===== config.mk =====
export PLATFORM = sky130hd
export DESIGN_NAME = uart_rx_flat
export DESIGN_NICKNAME = d
export VERILOG_FILES = /design/src/rtl/uart_pkg.sv /design/src/rtl/uart_rx_if.sv /design/src/rtl/sync_2ff.sv /design/src/rtl/uart_rx.sv /design/src/flat_wrapper.sv
export SDC_FILE = /design/constraint.sdc
export NUM_CORES = 1
export LEC_CHECK = 0
export CAP_MARGIN = 0
export CORE_MARGIN = 4
export CORE_UTILIZATION = 55
export CTS_CLUSTER_SIZE = 10
export DETAILED_ROUTE_END_ITERATION = 6
export PLACE_DENSITY = 0.71
export SLEW_MARGIN = 15
export SYNTH_ARGS = -nofsm -noshare
export SYNTH_HDL_FRONTEND = slang
export SYNTH_SLANG_ARGS = --single-unit

===== constraint.sdc =====
create_clock -name clk_i -period 4.6 [get_ports clk_i]
set_input_delay 0.69 -clock clk_i [delete_from_list [all_inputs] [get_ports clk_i]]
set_output_delay 0.69 -clock clk_i [all_outputs]
set_load 0.05 [all_outputs]

===== src/rtl/uart_pkg.sv =====
// Shared types and constants for the 8N1 UART receiver.
package uart_pkg;

    localparam int DEF_CLK_FREQ_HZ = 25_000_000;
    localparam int DEF_BAUD_RATE   = 115_200;

    typedef enum logic [1:0] {
        IDLE  = 2'd0,
        START = 2'd1,
        DATA  = 2'd2,
        STOP  = 2'd3
    } state_t;

    function automatic int clks_per_bit(input int clk_hz, input int baud);
        return clk_hz / baud;
    endfunction

endpackage


===== src/rtl/uart_rx_if.sv =====
// Received-byte bus: single-cycle strobe plus the byte it qualifies.
interface uart_rx_if;
    logic       wr_o;
    logic [7:0] data_o;

    modport master (output wr_o, output data_o);
    modport slave  (input wr_o, input data_o);
endinterface


===== src/rtl/sync_2ff.sv =====
// Two-flop synchronizer for a single asynchronous bit; resets (and powers up) to 1.
module sync_2ff (
    input  logic clk,
    input  logic rst,
    input  logic d,
    output logic q
);

    logic meta = 1'b1;
    logic sync = 1'b1;

    always_ff @(posedge clk) begin
        if (rst) begin
            meta <= 1'b1;
            sync <= 1'b1;
        end else begin
            meta <= d;
            sync <= meta;
        end
    end

    assign q = sync;

endmodule


===== src/rtl/uart_rx.sv =====
// 8N1 UART receiver: synchronizes the serial line, samples mid-bit, emits one strobe per good frame.
//
// state | meaning
// IDLE  | waiting for the synchronized line to be low
// START | counting to the middle of the start bit to reject glitches
// DATA  | sampling 8 data bits LSB first at mid-bit
// STOP  | sampling the stop bit; publishes the byte only if it is high
module uart_rx
    import uart_pkg::*;
#(
    parameter int CLK_FREQ_HZ = DEF_CLK_FREQ_HZ,
    parameter int BAUD_RATE   = DEF_BAUD_RATE
) (
    input  logic      clk_i,
    input  logic      rst_i,
    input  logic      uart_rx_i,
    uart_rx_if.master rx_if
);

    localparam int          CLKS_PER_BIT = clks_per_bit(CLK_FREQ_HZ, BAUD_RATE);
    localparam logic [15:0] BIT_LAST     = 16'(CLKS_PER_BIT - 1);
    localparam logic [15:0] HALF_LAST    = 16'((CLKS_PER_BIT / 2) - 1);

    logic rx_s;

    state_t      state_q = IDLE;
    state_t      state_d;
    logic [15:0] cnt_q   = '0;
    logic [15:0] cnt_d;
    logic [2:0]  idx_q   = '0;
    logic [2:0]  idx_d;
    logic [7:0]  shift_q = '0;
    logic [7:0]  shift_d;
    logic [7:0]  data_q  = '0;
    logic [7:0]  data_d;
    logic        wr_q    = 1'b0;
    logic        wr_d;

    sync_2ff u_sync (
        .clk (clk_i),
        .rst (rst_i),
        .d   (uart_rx_i),
        .q   (rx_s)
    );

    always_ff @(posedge clk_i) begin
        if (rst_i) begin
            state_q <= IDLE;
            cnt_q   <= '0;
            idx_q   <= '0;
            shift_q <= '0;
            data_q  <= '0;
            wr_q    <= 1'b0;
        end else begin
            state_q <= state_d;
            cnt_q   <= cnt_d;
            idx_q   <= idx_d;
            shift_q <= shift_d;
            data_q  <= data_d;
            wr_q    <= wr_d;
        end
    end

    always_comb begin
        state_d = state_q;
        cnt_d   = cnt_q;
        idx_d   = idx_q;
        shift_d = shift_q;
        data_d  = data_q;
        wr_d    = 1'b0;

        case (state_q)
            IDLE: begin
                // Level-triggered: a line that is already low counts as a start bit.
                if (!rx_s) begin
                    cnt_d   = '0;
                    state_d = START;
                end
            end
            START: begin
                if (cnt_q == HALF_LAST) begin
                    cnt_d = '0;
                    if (!rx_s) begin
                        idx_d   = '0;
                        state_d = DATA;
                    end else begin
                        state_d = IDLE;
                    end
                end else begin
                    cnt_d = cnt_q + 16'd1;
                end
            end
            DATA: begin
                if (cnt_q == BIT_LAST) begin
                    cnt_d          = '0;
                    shift_d[idx_q] = rx_s;
                    if (idx_q == 3'd7) begin
                        state_d = STOP;
                    end else begin
                        idx_d = idx_q + 3'd1;
                    end
                end else begin
                    cnt_d = cnt_q + 16'd1;
                end
            end
            STOP: begin
                // Decided mid stop bit so IDLE is ready before the next start edge.
                if (cnt_q == BIT_LAST) begin
                    cnt_d   = '0;
                    state_d = IDLE;
                    if (rx_s) begin
                        data_d = shift_q;
                        wr_d   = 1'b1;
                    end
                end else begin
                    cnt_d = cnt_q + 16'd1;
                end
            end
            default: begin
                state_d = IDLE;
                cnt_d   = '0;
            end
        endcase
    end

    assign rx_if.wr_o   = wr_q;
    assign rx_if.data_o = data_q;

endmodule


===== src/flat_wrapper.sv =====
// flat-port wrapper written by rule: the top's interface ports become plain ports
module uart_rx_flat import uart_pkg::*;
#(
    parameter int CLK_FREQ_HZ = DEF_CLK_FREQ_HZ,
    parameter int BAUD_RATE   = DEF_BAUD_RATE
)
  (clk_i, rst_i, uart_rx_i, rx_if_wr_o, rx_if_data_o);
  uart_rx_if rx_if_i ();
  input  logic clk_i;
  input  logic rst_i;
  input  logic uart_rx_i;
  output wire logic [$bits(rx_if_i.wr_o)-1:0] rx_if_wr_o;
  output wire logic [$bits(rx_if_i.data_o)-1:0] rx_if_data_o;
  assign rx_if_wr_o = rx_if_i.wr_o;
  assign rx_if_data_o = rx_if_i.data_o;
  uart_rx #(.CLK_FREQ_HZ(CLK_FREQ_HZ), .BAUD_RATE(BAUD_RATE)) u_core (.clk_i(clk_i), .rst_i(rst_i), .uart_rx_i(uart_rx_i), .rx_if(rx_if_i));
endmodule

==> summary.txt <==
Clock tree
  • Post-CTS Setup Inserts: 0
  • H-tree levels: 2
  • CTS buffer count: 5
  • CTS Root Cell: clkbuf_4
  • Clock latency on the worst-skew pair: 350 ps
  • CTS Buffer Depth: 2
  • CTS tree: built
  • Hold_buf cts: 0
  • Clock transition at path regs: about 130 ps
  • Cts repair resizes: 0
  • Clk sink count: 40

STA
  • Setup slack after layout: 1990 ps
  • Achievable Freq: 383 MHz
  • Setup TNS: 0 ps
  • Setup Skew: 12.1 ps
  • Max Slew Vio Count: 0
  • Final hold vios: 0
  • Setup violations, final: 0
  • RSZ-0062 raised after global routing: false
  • Crit share post-route: 0.568
  • Slew @ Worst Pin: a little under 800 ps
  • Minimum clock period after layout: 2610 ps
  • Slew headroom: 0.473

Die
  • DIE HEIGHT: 68.1 um
  • Rows: 21
  • Chip width: slightly below 70 um
  • Initial Util: 0.581
  • Io pins: 12
  • Core area: 0.00342 sq mm
  • Die footprint: 0.00464 sq mm

Pwr
  • Psw: around 150 uW
  • PwrDens: 292 mW/mm^2
  • Reg power frac: 0.563
  • Sw Share: 0.242
  • Comb power frac: 0.056
  • Peak VDD IR: 0.168 mV
  • Leakage power: roughly 0.00078 uW
  • Internal Power: 480 uW
  • Clock power share: 0.382

Setup path
  • CP max FO: 16
  • CP max stage cell: nor4_4
  • Startpoint Class: register
  • CP Cell Sequence: or4_4, nor4_4, o22a_1, a2111o_1, o311ai_0
  • CP Capture Type: register
  • Critical path type: register to register
  • CP required: between 4000 and 5000 ps
  • Slowest stage delay, CP: between 700 and 800 ps
  • Arrival time of data at the critical path endpoint: roughly 2800 ps

Outcome
  • Status: finished, final reports clean

Synth
  • Combinational family with the most area after synthesis: simple AND/OR/NAND/NOR gates
  • Synth Area in Adders: 0.0252
  • Synth top area share: 0.403
  • Compound-gate portion of the synthesized area: 0.137
  • Seq cells post-synth: 40
  • Number of synthesized flops with an enable pin: 0
  • Primary FF master, synth: dfxtp_1
  • Synth top area cells: dfxtp_1 40%, mux2i_1 5.5%, nand2_1 5.5%, nor2_1 4.0%, a21oi_1 3.8%
  • Ys async rst share: 0
  • Ys Warns: 0
  • Multiplexer share of the synthesized area: 0.0555
  • Post-synthesis simple-gate area fraction: 0.308
  • Most frequent cells after synthesis: 40 x dfxtp_1, 29 x nand2_1, 21 x nor2_1, 15 x a21oi_1, 11 x mux2i_1
  • Sequential share of the synthesized area: 0.403
  • Post-synthesis xor/xnor area fraction: 0.0132
  • Library cells used by synthesis: 43
  • Mean Syn Cell Area: 8.60 sq um
  • Cell accounting for the most synthesized area: dfxtp_1
  • Mapped Cells: 231
  • Syn_nets: about 240
  • Most common cell in the netlist: dfxtp_1
  • Syn Std Cell Area: 0.00199 sq mm

Global route
  • Grt total ovfl: 0
  • Antenna violations before repair: 0
  • First-pass GRT wire length: ~7300 um
  • Global Route Usage Sum: 0.206
  • Largest net degree at the start of global routing: 41
  • Vias in the first global route: 1599

Placement
  • PortBufs: 11
  • Placed cell areas: 0.00208 sq mm
  • Gp weighted congestion: between 0.8 and 0.9
  • Final HPWL DP: 2840 um
  • Place WS: 2010 ps

Finish
  • Finished Cell Area: roughly 0.0022 sq mm
  • Share of layout cells above drive strength 1: 0.0714
  • Antenna cell count: 0
  • Synth-to-layout area growth: 9.20%
  • Final core occ: 0.635
  • Final net count: 244

Job
  • Max Cap Viol: 0

Routing
  • Via-to-Cell Ratio: 5.98
  • Final WL: 4210 um
  • TritonRoute pass-1 iters: 4
  • DRT iter0 DRCs: 142
  • Post-DR wirelength/cell: between 10 and 15 um
  • Via count: 1699
  • Antenna Nets Post-Route: 0
  • Number of remaining DRC errors: 0

Min path
  • Min-Delay Path Class: register to register
-- stage by stage --
step,hold slack [ps],total power [uW],instances
finish,422,633,284
global route,449,661,284
CTS,424,640,284
detailed placement,394,399,276
global placement,393,397,276
floorplan,389,391,231
-- registers in the layout, summed over array words and instances (netlist names), named ones only --
signal	count
u_core.u_sync.meta	1
u_core.shift_q	8
u_core.u_sync.q	1
u_core.idx_q	3
u_core.cnt_q	16
u_core.rx_if.data_o	8
u_core.state_q	1
u_core.rx_if.wr_o	1
-- path summary, 6_finish.rpt --
kind	start	cells after the start	to	slack [ps]
max reg2reg	u_core.cnt_q[12]	5	u_core.cnt_q[15]	1990
max	u_core.cnt_q[12]	5	u_core.cnt_q[15]	1990
min reg2reg	u_core.u_sync.meta	1	u_core.u_sync.q	420
min	u_core.u_sync.meta	1	u_core.u_sync.q	420
-- power by group through the flow --
stage | Combinational (uW) | Sequential, uW | Clock (uW)
after global placement | 33.3 | 363 | 0
after detailed placement | 34.8 | 364 | 0
after CTS | 35.1 | 356 | 249
after floorplan | 30.6 | 360 | 0
after global routing | 39.1 | 357 | 265
final | 35.2 | 356 | 242
-- final cells by class --
type	instances	area (sq um)
clock buffers	5	37.5
clock inverters	3	46.3
fillers	320	1250
inverters	10	37.5
multi-input cells	168	1070
flip-flops and latches	40	801
well taps	46	57.6
repair buffers	12	118
-- critical path: cells and delay by family (launching register included) --
family | cells | cell delay, ps
flip-flops | 1 | 360
AO/OA/AOI/OAI | 3 | 800
AND/OR/NAND/NOR | 2 | 1330
-- cells in the final DEF (no fill, tap or decap), types with 2 or more instances in the layout --
cell type and instances:
and4_1 2, nand3_1 9, or4_4 2, o31ai_1 3, o22a_1 3, nand3b_1 4, a31oi_1 6, a211oi_1 2
ha_1 4, o21ai_0 6, nand2_1 29, nor3_1 3, nand4b_1 6, dfxtp_1 40, nand2b_1 2, or4_1 4
nor4_4 2, and3_1 7, and2_1 2, mux2i_1 11, nand4_1 7, xor2_1 2, or2_2 2, nor2b_1 2
clkdlybuf4s50_1 11, nor2_1 21, clkbuf_4 5, inv_1 10, a21oi_1 15
-- cell families after synthesis --
family,count (synthesis)
mux,11
compound gates,42
fa+ha+maj,4
flops,40
simple gates,108
xor+xnor,3
buf+inv,23
-- per-layer routing --
layer	wire, um	track usage	up-vias
met5	0	0	-
met4	39	0.0620	0
met3	202	0.0558	6
met2	1980	0.309	45
met1	1980	0.286	806
li1	-	-	842
Note: power is estimated with default switching activity, not from simulation.
